### config.mk
export PLATFORM = sky130hd
export DESIGN_NAME = display_scanner
export DESIGN_NICKNAME = d
export VERILOG_FILES = /design/src/rtl/display_scanner.sv
export SDC_FILE = /design/constraint.sdc
export NUM_CORES = 1
export LEC_CHECK = 0
export ABC_AREA = 1
export BUFFER_PORTS_ARGS = -buffer_cell sky130_fd_sc_hd__buf_2
export CAP_MARGIN = 0
export CORE_MARGIN = 10
export CORE_UTILIZATION = 40
export CTS_CLUSTER_SIZE = 24
export DETAILED_ROUTE_END_ITERATION = 8
export GPL_TIMING_DRIVEN = 0
export PLACE_DENSITY = 0.71
export SETUP_SLACK_MARGIN = 0.2
export SYNTH_ARGS = -nofsm -noshare
export SYNTH_HDL_FRONTEND = slang
export SYNTH_SLANG_ARGS = --single-unit
### constraint.sdc
create_clock -name clk -period 3.1 [get_ports clk]
set_input_delay 0.155 -clock clk [delete_from_list [all_inputs] [get_ports clk]]
set_output_delay 0.155 -clock clk [all_outputs]
set_load 0.1 [all_outputs]
### src/rtl/display_scanner.sv
`default_nettype none
// ============================================================================
//  Module      : display_scanner
//  Description : Time-multiplexed hex digit scanner feeding a seven-segment
//                decoder. One digit is presented per refresh slot; the
//                matching anode line is enabled and the digit's nibble and
//                decimal point are driven to the decoder. Optional
//                leading-zero blanking. New values are taken into shadow
//                registers and only become visible at slot boundaries.
//  Revision    : 1.0  initial release
// ----------------------------------------------------------------------------
//  Ports
//    clk          in   system clock
//    rst          in   synchronous active-high reset (priority over load)
//    load_i       in   capture value/dp_mask/blank_lz into shadow registers
//    value_i      in   4*N_DIGITS hex digits, digit 0 in bits [3:0]
//    dp_mask_i    in   per-digit decimal point request
//    blank_lz_i   in   leading-zero blanking enable
//    hex_o        out  nibble for the decoder
//    dp_o         out  decimal point for the decoder, active high
//    an_o         out  one-hot digit enable, polarity set by AN_ACTIVE_LOW
//    digit_idx_o  out  index of the digit currently shown
//    slot_tick_o  out  one-cycle pulse in the first cycle of each slot
// ============================================================================
module display_scanner #(
   parameter int N_DIGITS      = 4,
   parameter int REFRESH_DIV   = 100000,
   parameter bit AN_ACTIVE_LOW = 1'b1
) (
   input  logic                          clk,
   input  logic                          rst,
   input  logic                          load_i,
   input  logic [4*N_DIGITS-1:0]         value_i,
   input  logic [N_DIGITS-1:0]           dp_mask_i,
   input  logic                          blank_lz_i,
   output logic [3:0]                    hex_o,
   output logic                          dp_o,
   output logic [N_DIGITS-1:0]           an_o,
   output logic [$clog2(N_DIGITS)-1:0]   digit_idx_o,
   output logic                          slot_tick_o
);

   localparam int                  IW        = $clog2(N_DIGITS);
   localparam int                  TW        = $clog2(REFRESH_DIV);
   localparam logic [TW-1:0]       TICK_LAST = TW'(REFRESH_DIV - 1);
   localparam logic [IW-1:0]       IDX_LAST  = IW'(N_DIGITS - 1);
   // Anode pattern with every digit disabled; XOR-ing a one-hot vector with
   // it yields the enabled pattern in the configured polarity.
   localparam logic [N_DIGITS-1:0] AN_OFF    = {N_DIGITS{AN_ACTIVE_LOW}};

   // ------------------------------------------------------------------------
   // State
   // ------------------------------------------------------------------------
   logic [TW-1:0]         tick_q,  tick_d;
   logic [IW-1:0]         idx_q,   idx_d;
   logic [4*N_DIGITS-1:0] val_q,   val_d;
   logic [N_DIGITS-1:0]   dpm_q,   dpm_d;
   logic                  blz_q,   blz_d;
   logic [3:0]            hex_q,   hex_d;
   logic                  dp_q,    dp_d;
   logic [N_DIGITS-1:0]   an_q,    an_d;
   logic                  stick_q, stick_d;

   // ------------------------------------------------------------------------
   // Combinational helpers
   // ------------------------------------------------------------------------
   logic                  boundary;
   logic [IW-1:0]         next_idx;
   logic [3:0]            next_nib;
   logic                  next_dp;
   logic                  next_blank;
   logic [N_DIGITS-1:0]   next_onehot;
   logic [N_DIGITS:0]     quiet;      // quiet[i]: digit i and all above are 0 with no dp
   logic [N_DIGITS-1:0]   blank_vec;

   assign boundary = (tick_q == TICK_LAST);
   assign next_idx = (idx_q == IDX_LAST) ? '0 : idx_q + IW'(1);

   // The shadow next-state doubles as the data the next slot is built from:
   // a load in the boundary cycle is thereby bypassed straight into the slot.
   assign val_d = load_i ? value_i    : val_q;
   assign dpm_d = load_i ? dp_mask_i  : dpm_q;
   assign blz_d = load_i ? blank_lz_i : blz_q;

   // Blanking walks down from the most significant digit; a digit is blank
   // only while everything from it upwards is zero and has no dp requested.
   assign quiet[N_DIGITS] = 1'b1;

   for (genvar gi = 0; gi < N_DIGITS; gi++) begin : g_blank
      assign quiet[gi] = quiet[gi+1] & (val_d[4*gi +: 4] == 4'h0) & ~dpm_d[gi];
      if (gi == 0) begin : g_lsd
         assign blank_vec[gi] = 1'b0;
      end else begin : g_upper
         assign blank_vec[gi] = blz_d & quiet[gi];
      end
   end

   always_comb begin
      next_nib   = 4'h0;
      next_dp    = 1'b0;
      next_blank = 1'b0;
      for (int i = 0; i < N_DIGITS; i++) begin
         if (next_idx == IW'(i)) begin
            next_nib   = val_d[4*i +: 4];
            next_dp    = dpm_d[i];
            next_blank = blank_vec[i];
         end
      end
   end

   assign next_onehot = N_DIGITS'(1) << next_idx;

   // ------------------------------------------------------------------------
   // Next-state logic: outputs move only on the edge ending a boundary cycle
   // ------------------------------------------------------------------------
   always_comb begin
      tick_d  = boundary ? '0 : tick_q + TW'(1);
      idx_d   = idx_q;
      hex_d   = hex_q;
      dp_d    = dp_q;
      an_d    = an_q;
      stick_d = 1'b0;
      if (boundary) begin
         idx_d   = next_idx;
         stick_d = 1'b1;
         if (next_blank) begin
            hex_d = 4'h0;
            dp_d  = 1'b0;
            an_d  = AN_OFF;
         end else begin
            hex_d = next_nib;
            dp_d  = next_dp;
            an_d  = next_onehot ^ AN_OFF;
         end
      end
   end

   // ------------------------------------------------------------------------
   // State registers
   // ------------------------------------------------------------------------
   always_ff @(posedge clk) begin
      if (rst) begin
         tick_q  <= '0;
         idx_q   <= IDX_LAST;   // first advance lands on digit 0
         val_q   <= '0;
         dpm_q   <= '0;
         blz_q   <= 1'b0;
         hex_q   <= 4'h0;
         dp_q    <= 1'b0;
         an_q    <= AN_OFF;
         stick_q <= 1'b0;
      end else begin
         tick_q  <= tick_d;
         idx_q   <= idx_d;
         val_q   <= val_d;
         dpm_q   <= dpm_d;
         blz_q   <= blz_d;
         hex_q   <= hex_d;
         dp_q    <= dp_d;
         an_q    <= an_d;
         stick_q <= stick_d;
      end
   end

   assign hex_o       = hex_q;
   assign dp_o        = dp_q;
   assign an_o        = an_q;
   assign digit_idx_o = idx_q;
   assign slot_tick_o = stick_q;

endmodule
`default_nettype wire

==> results of run 1 <==
[per-layer routing]
metal	wire [um]	track usage	vias to the layer above
met3	313	0.0327	5
met5	0	0	-
met4	44	0.0405	0
met2	2360	0.188	40
met1	2540	0.157	919
li1	-	-	1094
[area by class of cell]
class / count / area [um2] / area share
multi-input combinational: 222 / 1130 / 0.424
sequential: 50 / 1000 / 0.375
timing repair buffer: 35 / 175 / 0.0656
inverter: 36 / 135 / 0.0506
tap: 72 / 90.1 / 0.0338
clock buffer: 5 / 68.8 / 0.0258
buffer: 7 / 46.3 / 0.0173
clock inverter: 3 / 21.3 / 0.00797
[cells in the final DEF (no fill, tap or decap), types with 5 or more instances in the layout]
cell type  synthesis  final
o21ai_0           17     17
nand3_1           13     13
ha_1               6      6
a21oi_1           21     21
clkbuf_8           0      5
dfxtp_1           50     50
buf_2              1     36
nor2_1            49     49
nor3_1             8      8
inv_1             32     32
nand2_1           69     69
[critical path, cell delays in order (launching register included)]
cell	delay, ns
dfxtp_1	0.36
ha_1	0.17
nand2_1	0.10
nor2_4	0.15
inv_2	0.07
nor2_4	0.16
nand3_4	0.18
nand2_4	0.16
buf_6	0.15
a211oi_1	0.05
[synth_stat cells, types with 3 or more instances]
| library cell | n | area, um2 |
|---|---|---|
| nor3_1 | 8 | 40.0 |
| or2_2 | 4 | 25.0 |
| inv_2 | 4 | 15.0 |
| ha_1 | 6 | 75.1 |
| a21oi_1 | 21 | 105 |
| inv_1 | 32 | 120 |
| dfxtp_1 | 50 | 1000 |
| nand2_1 | 69 | 259 |
| o21ai_1 | 3 | 15.0 |
| xor2_1 | 4 | 35.0 |
| nor2_1 | 49 | 184 |
| nand4_1 | 3 | 18.8 |
| o21ai_0 | 17 | 85.1 |
| o21ai_2 | 3 | 26.3 |
| nand3_1 | 13 | 65.1 |
| or2_1 | 3 | 18.8 |
[logic make-up after synthesis]
family          count (synthesis)  synth area share
simple gates                  159             0.313
flops                          50             0.433
buf+inv                        43            0.0784
fa+ha+maj                       6            0.0324
compound gates                 52             0.124
mux                             1           0.00433
xor+xnor                        4            0.0151
[path summary, 6_finish.rpt]
| check | end | slack, ns | startpoint | cells after the start |
|---|---|---|---|---|
| max | tick_q[6]$_SDFF_PP0_ | 1.42 | tick_q[0]$_SDFF_PP0_ | 9 |
| min | dpm_q[0]$_SDFF_PP0_ | 0.07 | rst | 2 |
| max reg2reg | tick_q[6]$_SDFF_PP0_ | 1.42 | tick_q[0]$_SDFF_PP0_ | 9 |
| min reg2reg | tick_q[4]$_SDFF_PP0_ | 0.45 | tick_q[4]$_SDFF_PP0_ | 2 |
[flip-flops by register name, summed over array words and instances (netlist names)]
name / flops
blz_q: 1
tick_q: 17
dpm_q: 4
hex_o: 4
slot_tick_o: 1
dp_o: 1
an_o: 4
digit_idx_o: 2
val_q: 16
[power groups by stage]
stage,logic (mW),clock network [mW],registers [mW]
finish,0.102,0.377,0.667
global route,0.115,0.415,0.670
CTS,0.102,0.391,0.667
detailed placement,0.102,0,0.682
global placement,0.100,0,0.681
floorplan,0.0681,0,0.681
==> results.toml, run 1 <==
[job]
cap_violations = 0

[timing]
setup_ws_ns = 1.42
min_period_ns = 1.68
final_max_slew_viol_count = 0
tightestPinTransition_ns = 0.501
rsz0062_at_grt = "no"
fmax_ghz = 0.594
hold_violations = 0
hold-worst-slack_ns = 0.0673
max-slew-margin-rel = 0.669
tns_ns = 0
skew_ns = 0.00986
period_share = 0.543
setup_viol = 0

[global_route]
antenna_found_initial = 0
grt_overflow = 0
grt_start_max_net_pins = 17
grt_util_all_layers = 0.121
grt_first_pass_wirelength_um = 9010
grt_pass1_vias = 1988

[die]
dieArea_um2 = 9230
pin_count = 36
die_x_um = 96.1
rows = 27
core_um2 = 5570
chipHeight_um = 96.1
start_util = 0.415

[status]
outcome = "finished clean"

[power_and_ir_drop]
p_sw_mw = 0.285
powerDensity_nw_per_um2 = 429
clockPowerShare = 0.329
netSwitchingFraction = 0.248
comb_power_share = 0.089
p_seq_frac = 0.582
p_total_mw = 1.15
internal-power_mw = 0.861
p_leak_nw = 1.20
irDropWorstVdd_v = 0.000247

[clock_network]
clock_tree.root_cell = "clkbuf_8"
ctsHoldBuffers = 0
cts_buffers = 5
cts_tree = "done"
clock_sinks = 50
clock_latency_ns = 0.30
clk_pin_slew_ns = 0.09
ctsResizeCount = 0
cts.path.max_buffers = 2
post_cts_buffers = 0
cts.htree.levels = 2

[routing]
drc_errors = 0
wirelength_um = 5260
viasPerCell = 4.79
final_antenna_net_count = 0
num_vias = 2058
drt_iter0_markers = 97
post_drt_wl_per_cell_um = 12.2
firstDrtPassIters = 4

[placement]
place_inst = 422
hpwl_um = 4140
place_worst_setup_slack_ns = 1.42
place.gp.congestion = 0.829
placed_cell_area_um2 = 2580
port-buffer-count = 35

[worst_setup_path]
arrival_ns = 1.87
worst_setup_path_end_kind = "flop"
crit_fanout = 10
cp-start-kind = "flop"
cp.required_ns = 3.28
critical_path_class = "reg -> reg"

[layout]
fillers = 576
finalInstanceArea_um2 = 2670
final_util = 0.479
area_growth_pct = 15.4
antennaDiodeCount = 0
drive_gt1_frac = 0.184
final_nets = 387
instances_no_fill = 430

[logic_synthesis]
async_flop_share = 0
yosysWarnings = 0
syn_area_per_cell_um2 = 7.34
syn_nets = 345
synth_cell_types = 34
synth_ff_type = "dfxtp_1"
seq_area_frac_synth = 0.433
ys_ff_latch = 50
synth.cell_area_um2 = 2310
synth_edf_count = 0
synthCells = 315

[hold_path]
hp-class = "in -> reg"
Note: power is estimated with default switching activity, not from simulation.
==> inputs of run 2 (changes only) <==
==> constraint.sdc (replaced) <==
create_clock -name clk -period 1.7 [get_ports clk]
set_input_delay 0.085 -clock clk [delete_from_list [all_inputs] [get_ports clk]]
set_output_delay 0.085 -clock clk [all_outputs]
set_load 0.1 [all_outputs]
==> run 2 against run 1 <==
Against the previous run:
- sequential share of layout area is 2.1 points lower
- register-to-register slack worse by 1.2 ns
- non-clock buffer count is 10 higher
- utilization is 3.5 points higher
- sequential power is 83% higher
- worst hold slack worse by 0.014 ns
- first-iteration DRC count is 10% lower
- clock power is 88% higher
- wire length is 3.6% higher
- fmax is 13% higher
- flip-flop and latch count stayed put
- via count is 1.7% higher
- critical path type unchanged
==> results.toml, run 2 (synthesis results as in run 1) <==
[clock_network]
clock_latency_ns = 0.30
cts_tree = "done"
cts.htree.levels = 2
cts.path.max_buffers = 2
clock_tree.root_cell = "clkbuf_8"
cts_buffers = 5
clock_sinks = 50
clk_pin_slew_ns = 0.09

[job]
cap_violations = 0

[timing]
max-slew-margin-rel = 0.662
min_period_ns = 1.49
setup_viol = 0
setup_ws_ns = 0.206
period_share = 0.879
tightestPinTransition_ns = 0.510
final_max_slew_viol_count = 0
hold_violations = 0
fmax_ghz = 0.669
rsz0062_at_grt = "yes"
skew_ns = 0.00618

[routing]
drt_iter0_markers = 87
final_antenna_net_count = 0
wirelength_um = 5450
num_vias = 2094
drc_errors = 0
viasPerCell = 4.76
post_drt_wl_per_cell_um = 12.4
firstDrtPassIters = 4

[worst_setup_path]
cp_top_family = "simple AND/OR/NAND/NOR gates"
max_stage_delay_ns = 0.38
critical_path.slowest_cell = "dfxtp_4"
cp-start-kind = "flop"
cpMostUsedCell = "nor2_4"
critical_path_class = "reg -> reg"
worst_setup_path_end_kind = "flop"
cp_cell_sequence = "ha_4 -> nand2_4 -> nor2_4 -> inv_2 -> nor2_4 -> nand4_4 -> inv_4 -> o21ai_2 -> o21a_1"
cp.required_ns = 1.90
cp.buffers_inverters = 2
arrival_ns = 1.69
crit_fanout = 8

[global_route]
grt_overflow = 0
antenna_found_initial = 0
grt_start_max_net_pins = 15
grt_first_pass_wirelength_um = 9190
grt_pass1_vias = 2022
grt_util_all_layers = 0.122

[die]
dieArea_um2 = 9230
core_um2 = 5570
start_util = 0.415
pin_count = 36
rows = 27
chipHeight_um = 96.1
die_x_um = 96.1

[placement]
place.gp.congestion = 0.838
hpwl_um = 4130
place_inst = 422
port-buffer-count = 35
place_worst_setup_slack_ns = -0.00378

[layout]
final_nets = 397
drive_gt1_frac = 0.258
area_growth_pct = 23.9
top_register = "tick_q"
largest_register_ffs = 17
most-common-layout-cells = "67 x nand2_1, 45 x nor2_1, 45 x dfxtp_1"
fillers = 572
reg.largest.list = "tick_q (17), val_q (16)"
instances_no_fill = 440
final_common_cell = "nand2_1"
antennaDiodeCount = 0
final_util = 0.514

[power_and_ir_drop]
powerDensity_nw_per_um2 = 742
p_leak_nw = 1.28
irDropWorstVdd_v = 0.000515

[hold_path]
hp-class = "in -> reg"

[status]
outcome = "finished clean"
[run 2: cell types whose count changed in the layout (fill, tap and decap cells not counted), sizes merged]
cell / before / now
clkinv: 2 / 1
dlygate4sd3: 0 / 1
buf: 40 / 48
clkbuf: 7 / 10
clkinvlp: 1 / 0
[run 2: path summary, 6_finish.rpt]
kind | startpoint | to | slack (ns) | cells after the start
worst max-delay path | tick_q[0]$_SDFF_PP0_ | digit_idx_o[0]$_SDFFE_PP1P_ | 0.21 | 9
worst min register to register | tick_q[0]$_SDFF_PP0_ | tick_q[0]$_SDFF_PP0_ | 0.45 | 1
worst max register to register | tick_q[0]$_SDFF_PP0_ | digit_idx_o[0]$_SDFFE_PP1P_ | 0.21 | 9
worst min-delay path | value_i[12] | val_q[12]$_SDFF_PP0_ | 0.05 | 3
[run 2: area by class of cell]
type / instances / area (um2) / share of cell area
Clock inverter: 1 / 5.00 / 0.00175
Inverter: 36 / 138 / 0.0480
Multi-Input combinational cell: 222 / 1210 / 0.422
Timing Repair Buffer: 45 / 274 / 0.0956
Clock buffer: 7 / 86.3 / 0.0301
Sequential cell: 50 / 1010 / 0.354
Tap cell: 72 / 90.1 / 0.0314
Buffer: 7 / 50.0 / 0.0175
[run 2: routing by layer]
| layer | wire, um | track usage | up-vias | part of all wire |
|---|---|---|---|---|
| li1 | - | - | 1112 | - |
| met1 | 2590 | 0.162 | 938 | 0.48 |
| met2 | 2490 | 0.191 | 38 | 0.46 |
| met3 | 291 | 0.0288 | 6 | 0.053 |
| met4 | 76 | 0.0405 | 0 | 0.014 |
| met5 | 0 | 0 | - | 0 |
[run 2: what timing repair did]
action                                  4_1_cts  5_1_grt
endpoints found under the hold margin         1        0
pin swaps                                     5        6
gates resized for setup                      11       18
gates cloned                                  0        1
endpoints found under the setup margin       27       27
buffers inserted                              5        3
hold buffers                                  1        0
[run 2: tightest hold or removal path: cells and delay by family]
family                 cells  cell delay (ns)
AOI/OAI and AO/OA          1             0.07
buffers and inverters      1             0.09
and+or+nand+nor            1             0.07
[run 2: metrics by stage]
step,area (um2),setup TNS (ns),hold WS [ns],power (mW)
6_report,2870,0,0.0533,2.13
5_1_grt,2870,0,0.0456,2.24
4_1_cts,2770,0,0.0507,2.14
3_5_place_dp,2590,-0.00466,0.316,1.43
3_3_place_gp,2590,0,0.315,1.42
2_1_floorplan,2330,0,0.154,1.36
[run 2: report_power, final]
part           total [mW]  leakage [nW]  internal [mW]  switching [mW]
clock network       0.707        0.0482          0.329           0.378
registers            1.22         0.409           1.20          0.0129
logic               0.204         0.820         0.0880           0.116
